==> src/rtl/rdmx_pkg.sv <==
// Shared RDMX constants, the sequencer state type and the IPv4 checksum fold.
package rdmx_pkg;

   localparam int unsigned ETH_HDR_LEN  = 14;
   localparam int unsigned IP_HDR_LEN   = 20;
   localparam int unsigned UDP_HDR_LEN  = 8;
   localparam int unsigned RDMX_HDR_LEN = 22;
   localparam int unsigned HDR_BYTES    = ETH_HDR_LEN + IP_HDR_LEN + UDP_HDR_LEN + RDMX_HDR_LEN;

   localparam logic [15:0] IP_LEN_BASE  = 16'(IP_HDR_LEN + UDP_HDR_LEN + RDMX_HDR_LEN);
   localparam logic [15:0] UDP_LEN_BASE = 16'(UDP_HDR_LEN + RDMX_HDR_LEN);

   localparam logic [15:0] UDP_SRC_PORT   = 16'd1000;
   localparam logic [15:0] UDP_DST_PORT   = 16'd32002;
   localparam logic [47:0] MAC_DST        = 48'h02_00_00_00_00_01;
   localparam logic [47:0] MAC_SRC        = 48'h02_00_00_00_00_02;
   localparam logic [15:0] ETHERTYPE_IPV4 = 16'h0800;
   localparam logic [31:0] IP_SRC         = 32'h0A00_0001;
   localparam logic [31:0] IP_DST         = 32'h0A00_0002;
   localparam logic [7:0]  IP_TTL         = 8'd64;
   localparam logic [7:0]  IP_PROTO_UDP   = 8'd17;
   localparam logic [15:0] RDMX_MAGIC     = 16'h0122;

   typedef enum logic [1:0] {
      IDLE = 2'd0,
      HDR  = 2'd1,
      DATA = 2'd2
   } state_e;

   // Two folds are enough to absorb every carry of a 32-bit word sum.
   function automatic logic [15:0] csum_fold(input logic [31:0] sum);
      logic [31:0] s;
      s = {16'h0, sum[15:0]} + {16'h0, sum[31:16]};
      s = {16'h0, s[15:0]} + {16'h0, s[31:16]};
      return ~s[15:0];
   endfunction

endpackage

==> src/rtl/rdmx_hdr_build.sv <==
// Combinational Ethernet/IPv4/UDP/RDMX header, laid out little-endian (byte 0 in bits 7:0).
module rdmx_hdr_build
   import rdmx_pkg::*;
(
   input  logic [63:0]  target_addr,
   input  logic [15:0]  payload_length,
   input  logic [15:0]  seq_num,
   output logic [511:0] hdr_data
);

   logic [15:0]              ip_len;
   logic [15:0]              udp_len;
   logic [31:0]              csum_sum;
   logic [15:0]              ip_csum;
   logic [8*HDR_BYTES-1:0]   hdr_be;

   assign ip_len  = IP_LEN_BASE + payload_length;
   assign udp_len = UDP_LEN_BASE + payload_length;

   // IPv4 words with the checksum field taken as zero; identification is always zero
   assign csum_sum = 32'h0000_4500 + 32'(ip_len) + 32'h0000_4000 + 32'({IP_TTL, IP_PROTO_UDP})
                   + 32'(IP_SRC[31:16]) + 32'(IP_SRC[15:0]) + 32'(IP_DST[31:16]) + 32'(IP_DST[15:0]);
   assign ip_csum  = csum_fold(csum_sum);

   assign hdr_be = {MAC_DST, MAC_SRC, ETHERTYPE_IPV4,
                    8'h45, 8'h00, ip_len, 16'h0000, 16'h4000, IP_TTL, IP_PROTO_UDP, ip_csum,
                    IP_SRC, IP_DST,
                    UDP_SRC_PORT, UDP_DST_PORT, udp_len, 16'h0000,
                    RDMX_MAGIC, seq_num, target_addr, payload_length, 64'h0};

   always_comb begin
      hdr_data = '0;
      for (int i = 0; i < HDR_BYTES; i++) begin
         hdr_data[8*i +: 8] = hdr_be[8*HDR_BYTES-1-8*i -: 8];
      end
   end

endmodule

==> src/rtl/rdmx_tx_sequencer.sv <==
// RDMX transmit sequencer: takes a packet request, emits one header beat, then passes
// the payload stream through with tkeep/tlast framing on the final beat.
//
// state | meaning
// IDLE  | waiting for a request; bad lengths are consumed and flagged on err_len
// HDR   | header beat held on axis_out until accepted
// DATA  | payload pass-through, beat counter runs down to the final beat
module rdmx_tx_sequencer
   import rdmx_pkg::*;
#(
   parameter int unsigned MAX_PAYLOAD = 8192
) (
   input  logic         clk,
   input  logic         resetn,
   input  logic         req_tvalid,
   output logic         req_tready,
   input  logic [63:0]  req_addr,
   input  logic [15:0]  req_len,
   input  logic [511:0] axis_in_tdata,
   input  logic         axis_in_tvalid,
   output logic         axis_in_tready,
   output logic [511:0] axis_out_tdata,
   output logic [63:0]  axis_out_tkeep,
   output logic         axis_out_tlast,
   output logic         axis_out_tvalid,
   input  logic         axis_out_tready,
   output logic [15:0]  seq_num,
   output logic [31:0]  pkt_count,
   output logic         err_len
);

   state_e       state_q, state_d;
   logic [63:0]  addr_q, addr_d;
   logic [15:0]  len_q, len_d;
   logic [10:0]  beats_q, beats_d;
   logic [15:0]  seq_q, seq_d;
   logic [31:0]  pkt_q, pkt_d;
   logic         err_q, err_d;
   logic         armed_q;

   logic [511:0] hdr_data;
   logic [10:0]  req_beats;
   logic         len_bad;
   logic         final_beat;
   logic [63:0]  keep_last;

   rdmx_hdr_build u_hdr_build (
      .target_addr    (addr_q),
      .payload_length (len_q),
      .seq_num        (seq_q),
      .hdr_data       (hdr_data)
   );

   assign req_beats  = 11'(({1'b0, req_len} + 17'd63) >> 6);
   assign len_bad    = (req_len == 16'd0) || ({16'h0, req_len} > MAX_PAYLOAD);
   assign final_beat = (beats_q == 11'd1);
   assign keep_last  = (len_q[5:0] == 6'd0) ? '1 : ((64'd1 << len_q[5:0]) - 64'd1);

   assign seq_num   = seq_q;
   assign pkt_count = pkt_q;
   assign err_len   = err_q;

   always_comb begin
      state_d         = state_q;
      addr_d          = addr_q;
      len_d           = len_q;
      beats_d         = beats_q;
      seq_d           = seq_q;
      pkt_d           = pkt_q;
      err_d           = 1'b0;
      req_tready      = 1'b0;
      axis_in_tready  = 1'b0;
      axis_out_tvalid = 1'b0;
      axis_out_tdata  = '0;
      axis_out_tkeep  = '0;
      axis_out_tlast  = 1'b0;
      unique case (state_q)
         IDLE: begin
            // armed_q keeps req_tready low until the first clock after reset release
            req_tready = armed_q;
            if (req_tvalid && armed_q) begin
               if (len_bad) begin
                  err_d = 1'b1;
               end else begin
                  addr_d  = req_addr;
                  len_d   = req_len;
                  beats_d = req_beats;
                  state_d = HDR;
               end
            end
         end
         HDR: begin
            axis_out_tvalid = 1'b1;
            axis_out_tdata  = hdr_data;
            axis_out_tkeep  = '1;
            if (axis_out_tready) state_d = DATA;
         end
         DATA: begin
            axis_out_tdata  = axis_in_tdata;
            axis_out_tvalid = axis_in_tvalid;
            axis_in_tready  = axis_out_tready;
            axis_out_tkeep  = final_beat ? keep_last : '1;
            axis_out_tlast  = final_beat;
            if (axis_in_tvalid && axis_out_tready) begin
               if (final_beat) begin
                  seq_d   = seq_q + 16'd1;
                  pkt_d   = pkt_q + 32'd1;
                  state_d = IDLE;
               end else begin
                  beats_d = beats_q - 11'd1;
               end
            end
         end
         default: state_d = IDLE;
      endcase
   end

   always_ff @(posedge clk or negedge resetn) begin
      if (!resetn) begin
         state_q <= IDLE;
         addr_q  <= '0;
         len_q   <= '0;
         beats_q <= '0;
         seq_q   <= '0;
         pkt_q   <= '0;
         err_q   <= 1'b0;
         armed_q <= 1'b0;
      end else begin
         state_q <= state_d;
         addr_q  <= addr_d;
         len_q   <= len_d;
         beats_q <= beats_d;
         seq_q   <= seq_d;
         pkt_q   <= pkt_d;
         err_q   <= err_d;
         armed_q <= 1'b1;
      end
   end

endmodule

==> config.mk <==
export PLATFORM = sky130hd
export DESIGN_NAME = rdmx_tx_sequencer
export DESIGN_NICKNAME = d
export VERILOG_FILES = /design/src/rtl/rdmx_pkg.sv /design/src/rtl/rdmx_hdr_build.sv /design/src/rtl/rdmx_tx_sequencer.sv
export SDC_FILE = /design/constraint.sdc
export NUM_CORES = 1
export LEC_CHECK = 0
export CAP_MARGIN = 25
export CORE_AREA = 4 4 473 475
export DETAILED_ROUTE_END_ITERATION = 6
export DIE_AREA = 0 0 477 479
export PLACE_DENSITY = 0.3
export SYNTH_ARGS = -nofsm -noshare
export SYNTH_HDL_FRONTEND = slang
export SYNTH_SLANG_ARGS = --single-unit
==> constraint.sdc <==
create_clock -name clk -period 8.9 [get_ports clk]
set_clock_uncertainty 0.2 [all_clocks]
set_input_delay 1.335 -clock clk [delete_from_list [all_inputs] [get_ports clk]]
set_output_delay 1.335 -clock clk [all_outputs]
set_load 0.05 [all_outputs]
==> results.toml, run 1 <==
[power]
power_density_mw_per_mm2 = 348
leakagePower_nw = 10.5
power.switching_mw = 6.63
vdd_ir_drop_max_mv = 0.149
swShare_pct = 61.9
power_frac_clock_pct = 7.3
power_frac_seq_pct = 9.6
pwr-share-comb_pct = 83.1
internal_power_mw = 4.08
power_mw = 10.7

[critical_path]
r2r-end = "pkt_count[31]"
crit_arrival_ps = 6830
slowest_stage = "a2bb2oi_1"
endpoint_kind = "output port"
rrSetupSlack_ps = 4610
critPathMaxFanout = 18
crit_path_start_kind = "register"
path_class = "reg2out"
reg2reg_depth = 12
required_ps = 7360
cp_slowest_stage_delay_ps = 450
cp_common_cell = "nor3_4"
r2r-start = "state_q[0]"

[clock_tree]
clkLatencyLatePin_ps = 510
cts_buffer_depth = 2
path_clk_slew_ps = 80
numCtsBuffers = 17
cts-root-buf = "clkbuf_16"
htree_num_levels = 4
cts_tree = "built"
clock-sinks = 143
hold_buffers = 0

[route]
via_per_inst = 3.17
routed_wl_mm = 162
wl_met3_mm = 15.0
initialDrtViolationCount = 783
routed-via-count = 18600
drc = 0
met2_length_mm = 87.3
highest_layer = "met5"
wl_met1_mm = 56.8
ant_nets = 0
wl_per_cell_um = 27.5
drt_first_pass_iters = 7

[final_layout]
num-nets-final = 3585
final_common_cell = "clkdlybuf4s50_1"
fin_cells = 5871
mostFrequentLayoutCells = "1,208 x clkdlybuf4s50_1, 348 x and2_1, 151 x nor2_1"
post-route-util_pct = 14.0
syn_to_final_growth_pct = 118
final_layout_size_suffix_gt1_share_pct = 7.91
fin_area_mm2 = 0.0308

[timing]
finalSetupViolations = 0
worst_pin_slew_ps = 1030
drv_slew = 0
max_slew_margin_pct = 30.8
setup_tns_ps = 0
grt_setup_unrepaired = "no"
fin_crit_ps = 8360
fmax_mhz = 120
period_share_pct = 94.0
hold_viol = 0

[yosys]
synth.distinct_cells = 79
synth_ff_type = "dfrtp_1"
synth_top_area_cell = "dfrtp_1"
postSynth.asyncResetShare_pct = 100
syn_avg_cell_area_um2 = 7.66
synth_top_area_share_pct = 25.4
synth_area_leaders = "dfrtp_1 25%, and2_1 15%, a22oi_1 6.8%"
synth_seq_area_share_pct = 25.4
ys_ff_latch = 143
synth_edf_count = 0
syn_inst = 1842
yosysWarningCount = 0
synth_fp_nets = 2457
syn_area_mm2 = 0.0141

[placement]
dp.final_hpwl_mm = 141
place_congestion = 0.860
portBuffers = 1225
placed_cell_area_mm2 = 0.0299
dp.cells = 5812

[global_route]
antenna_found_initial = 96
grt_pass1_vias = 19400
grt_overflow = 0
grt.total_usage_pct = 13.6
grt_pass1_wl_mm = 206
grt_max_degree = 190

[die]
dieArea_mm2 = 0.228
start_util_pct = 6.44
core_area_mm2 = 0.219
die_w_um = 477
num_rows = 172
die_h_um = 479
io_pins = 1226

[min_path]
hold_end = "pkt_count[31]"
worstHoldPathCells = 1
hp-class = "reg2reg"
worstHoldStart = "pkt_count[31]"

[outcome]
status = "complete, no violations"

[job]
drv_cap = 0
[cells in the mapped netlist (all sizes together), types with 13 or more instances]
| cell | number |
|---|---|
| and2 | 351 |
| nor2 | 152 |
| dfrtp | 143 |
| nor2b | 133 |
| clkbuf | 132 |
| a22oi | 128 |
| nand2 | 120 |
| xnor2 | 81 |
| a21oi | 75 |
| mux2 | 75 |
| o21ai | 71 |
| nand3 | 55 |
| buf | 37 |
| xor2 | 34 |
| nor3 | 29 |
| a31oi | 20 |
| inv | 19 |
| ha | 17 |
| nand4 | 17 |
| and3 | 14 |
| nor4 | 13 |
[per-stage QoR]
step | hold WS (ps) | setup WS, ps
after CTS | 285 | 34.4
after global routing | 287 | 32.9
final | 282 | 538
after detailed placement | 273 | -54.9
after global placement | 264 | -98.2
after floorplan | 269 | 893
[flip-flops by register name, summed over array words and instances (netlist names)]
| signal | cells |
|---|---|
| armed_q | 1 |
| pkt_count | 32 |
| seq_num | 16 |
| err_len | 1 |
| addr_q | 64 |
| len_q | 16 |
| beats_q | 11 |
| state_q | 2 |
[critical path: cells and delay by family, from the launching register on]
kind	cells	cell delay, ps
buffers and inverters	5	880
DFF	1	420
AOI/OAI and AO/OA	8	1990
and+or+nand+nor	12	2270
adders and majority gates	3	740
[worst max-delay path by stage]
stage | startpoint | to
3_3_place_gp | len_q[1] | axis_out_tdata[197]
5_1_grt | len_q[1] | axis_out_tdata[199]
6_report | len_q[1] | axis_out_tdata[199]
4_1_cts | len_q[1] | axis_out_tdata[195]
2_1_floorplan | len_q[2] | axis_out_tdata[195]
3_5_place_dp | len_q[1] | axis_out_tdata[194]
[kinds of logic (layout without fill, tap and decap cells)]
logic type	Yosys count	in the layout	synth area share [%]
flip-flops	143	143	25.4
XOR/XNOR	116	116	7.46
other	1	18	0.0266
multiplexers	75	75	5.98
buffers and inverters	191	1332	5.74
adder cells (fa/ha/maj)	18	18	1.65
AO/OA/AOI/OAI	371	371	17.8
AND/OR/NAND/NOR	927	927	36.0
[area by class of cell]
class	count	area (um2)
clock inverter	14	146
clock buffer	18	429
antenna	17	42.5
inverter	22	82.6
fill	25100	189000
timing repair buffer	1278	12900
multi-input combinational	1508	9970
sequential	143	3580
tap	2871	3590
[routing by layer]
layer | vias to the layer above | global-route usage, %
li1 | 8582 | -
met1 | 8876 | 13.6
met2 | 929 | 26.4
met3 | 183 | 5.83
met4 | 52 | 1.87
met5 | - | 0
[power by group through the flow]
| stage | clock (mW) | sequential, mW | combinational, mW |
|---|---|---|---|
| 6_report | 0.786 | 1.02 | 8.90 |
| 2_1_floorplan | 0 | 0.945 | 5.22 |
| 3_3_place_gp | 0 | 1.03 | 9.10 |
| 5_1_grt | 0.850 | 1.06 | 9.47 |
| 3_5_place_dp | 0 | 1.03 | 9.06 |
| 4_1_cts | 0.834 | 1.02 | 9.10 |
[what timing repair did]
item,CTS,global route
setup endpoints to repair,11,10
gates resized for setup,8,27
setup buffers,2,5
pin swaps,1,10
Power figures use the tool's default switching activity.
==> run 2: changes to the inputs <==
--- a/config.mk
+++ b/config.mk
@@ -9,7 +9,8 @@
 export CORE_AREA = 4 4 473 475
 export DETAILED_ROUTE_END_ITERATION = 6
 export DIE_AREA = 0 0 477 479
-export PLACE_DENSITY = 0.3
+export PLACE_DENSITY = 0.32
+export SKIP_CTS_REPAIR_TIMING = 1
 export SYNTH_ARGS = -nofsm -noshare
 export SYNTH_HDL_FRONTEND = slang
 export SYNTH_SLANG_ARGS = --single-unit
==> run 2 against run 1 <==
Clock power fell by 9.5%. Cell count about the same. Core utilization down 0.074 points. Flip-flop and latch count did not move. Largest power group unchanged.
==> results.toml, run 2 (same netlist as run 1, synthesis figures left out) <==
[final_layout]
regArea_mm2 = 0.00358
final_common_cell = "clkdlybuf4s50_1"
top_register = "addr_q"
final_layout_size_suffix_gt1_share_pct = 7.49
largest_reg_flops = 64
syn_to_final_growth_pct = 117
nFillCells = 25100
num-nets-final = 3582
mostFrequentLayoutCells = "1,208 x clkdlybuf4s50_1, 348 x and2_1, 151 x nor2_1"
multiInputGateArea_mm2 = 0.00990

[timing]
max_slew_margin_pct = 30.9
fmax_mhz = 119
drv_slew = 0
period_share_pct = 94.2
finalSetupViolations = 0
setup_tns_ps = 0
setup_slack_ps = 513
hold_viol = 0
worst_pin_slew_ps = 1030
fin_crit_ps = 8390

[critical_path]
path_class = "reg2out"
reg2reg_depth = 13
required_ps = 7360
crit_path_start_kind = "register"
r2r-end = "pkt_count[31]"
crit_arrival_ps = 6850
cp_slowest_stage_delay_ps = 390
rrSetupSlack_ps = 3910
slowest_stage = "a211o_1"
endpoint_kind = "output port"
r2r-start = "state_q[0]"
critPathMaxFanout = 6

[placement]
dpl_worst_slack_ps = 232
place_congestion = 0.891
portBuffers = 1225
dp.final_hpwl_mm = 134

[die]
core_area_mm2 = 0.219
die_w_um = 477
io_pins = 1226
num_rows = 172
dieArea_mm2 = 0.228
die_h_um = 479
start_util_pct = 6.44

[power]
vdd_ir_drop_max_mv = 0.238
power_mw = 10.5
power_density_mw_per_mm2 = 344
leakagePower_nw = 10.5

[min_path]
worstHoldPathCells = 1
hold_end = "pkt_count[31]"
worstHoldStart = "pkt_count[31]"
hp-class = "reg2reg"

[global_route]
grt_pass1_vias = 19300
grt_max_degree = 196
antenna_found_initial = 96
grt_pass1_wl_mm = 198
grt.total_usage_pct = 13.0
grt_overflow = 0

[job]
drv_cap = 0

[outcome]
status = "complete, no violations"

[route]
initialDrtViolationCount = 854
drc = 0
ant_nets = 0
wl_per_cell_um = 26.4
routed_wl_mm = 155
routed-via-count = 18700
drt_first_pass_iters = 5
via_per_inst = 3.19

[clock_tree]
path_clk_slew_ps = 70
cts_tree = "built"
cts_buffer_depth = 2
numCtsBuffers = 17
cts-root-buf = "clkbuf_16"
clock-sinks = 143
clkLatencyLatePin_ps = 500
htree_num_levels = 4
-- run 2: per-stage QoR --
stage	hold WS [ps]	util, %	std cells	area [um2]
after floorplan	269	-	1842	14100
after global placement	263	13.6	5814	29900
after detailed placement	270	13.6	5814	29900
after CTS	280	13.9	5845	30400
after global routing	298	13.9	5852	30600
final	270	14.0	5872	30600
-- run 2: how the worst max path moves through the flow --
stage	from	end
global route	len_q[1]	axis_out_tdata[199]
finish	len_q[1]	axis_out_tdata[199]
detailed placement	len_q[1]	axis_out_tdata[199]
CTS	len_q[1]	axis_out_tdata[199]
floorplan	len_q[2]	axis_out_tdata[195]
global placement	len_q[1]	axis_out_tdata[199]
-- run 2: where the power goes --
group	internal, mW	total (mW)	switching [mW]
Clock	0.356	0.711	0.355
Sequential	0.841	1.04	0.201
Combinational	2.80	8.78	5.98
Total	4.00	10.5	6.54
-- run 2: per-layer routing --
| metal | share of wire, % | global-route usage, % | wire length [um] | up-vias |
|---|---|---|---|---|
| met5 | 0.16 | 0 | 247 | - |
| met3 | 8.5 | 5.07 | 13300 | 187 |
| li1 | - | - | - | 8567 |
| met4 | 1.6 | 1.72 | 2530 | 40 |
| met1 | 35 | 12.7 | 54100 | 8977 |
| met2 | 55 | 25.9 | 85000 | 951 |
-- run 2: layout make-up --
type,instances,area share (%)
repair buffers,1275,42.1
multi-input cells,1508,32.3
well taps,2871,11.7
flip-flops and latches,143,11.7
clock buffers,20,1.43
clock inverters,11,0.286
inverters,22,0.270
diodes,22,0.180
-- run 2: critical path: cells and delay by family, from the launching register on --
family          cells  cell delay, ps
simple gates       16            2640
compound gates      7            1670
fa+ha+maj           5            1300
flops               1             380
buf+inv             2             340
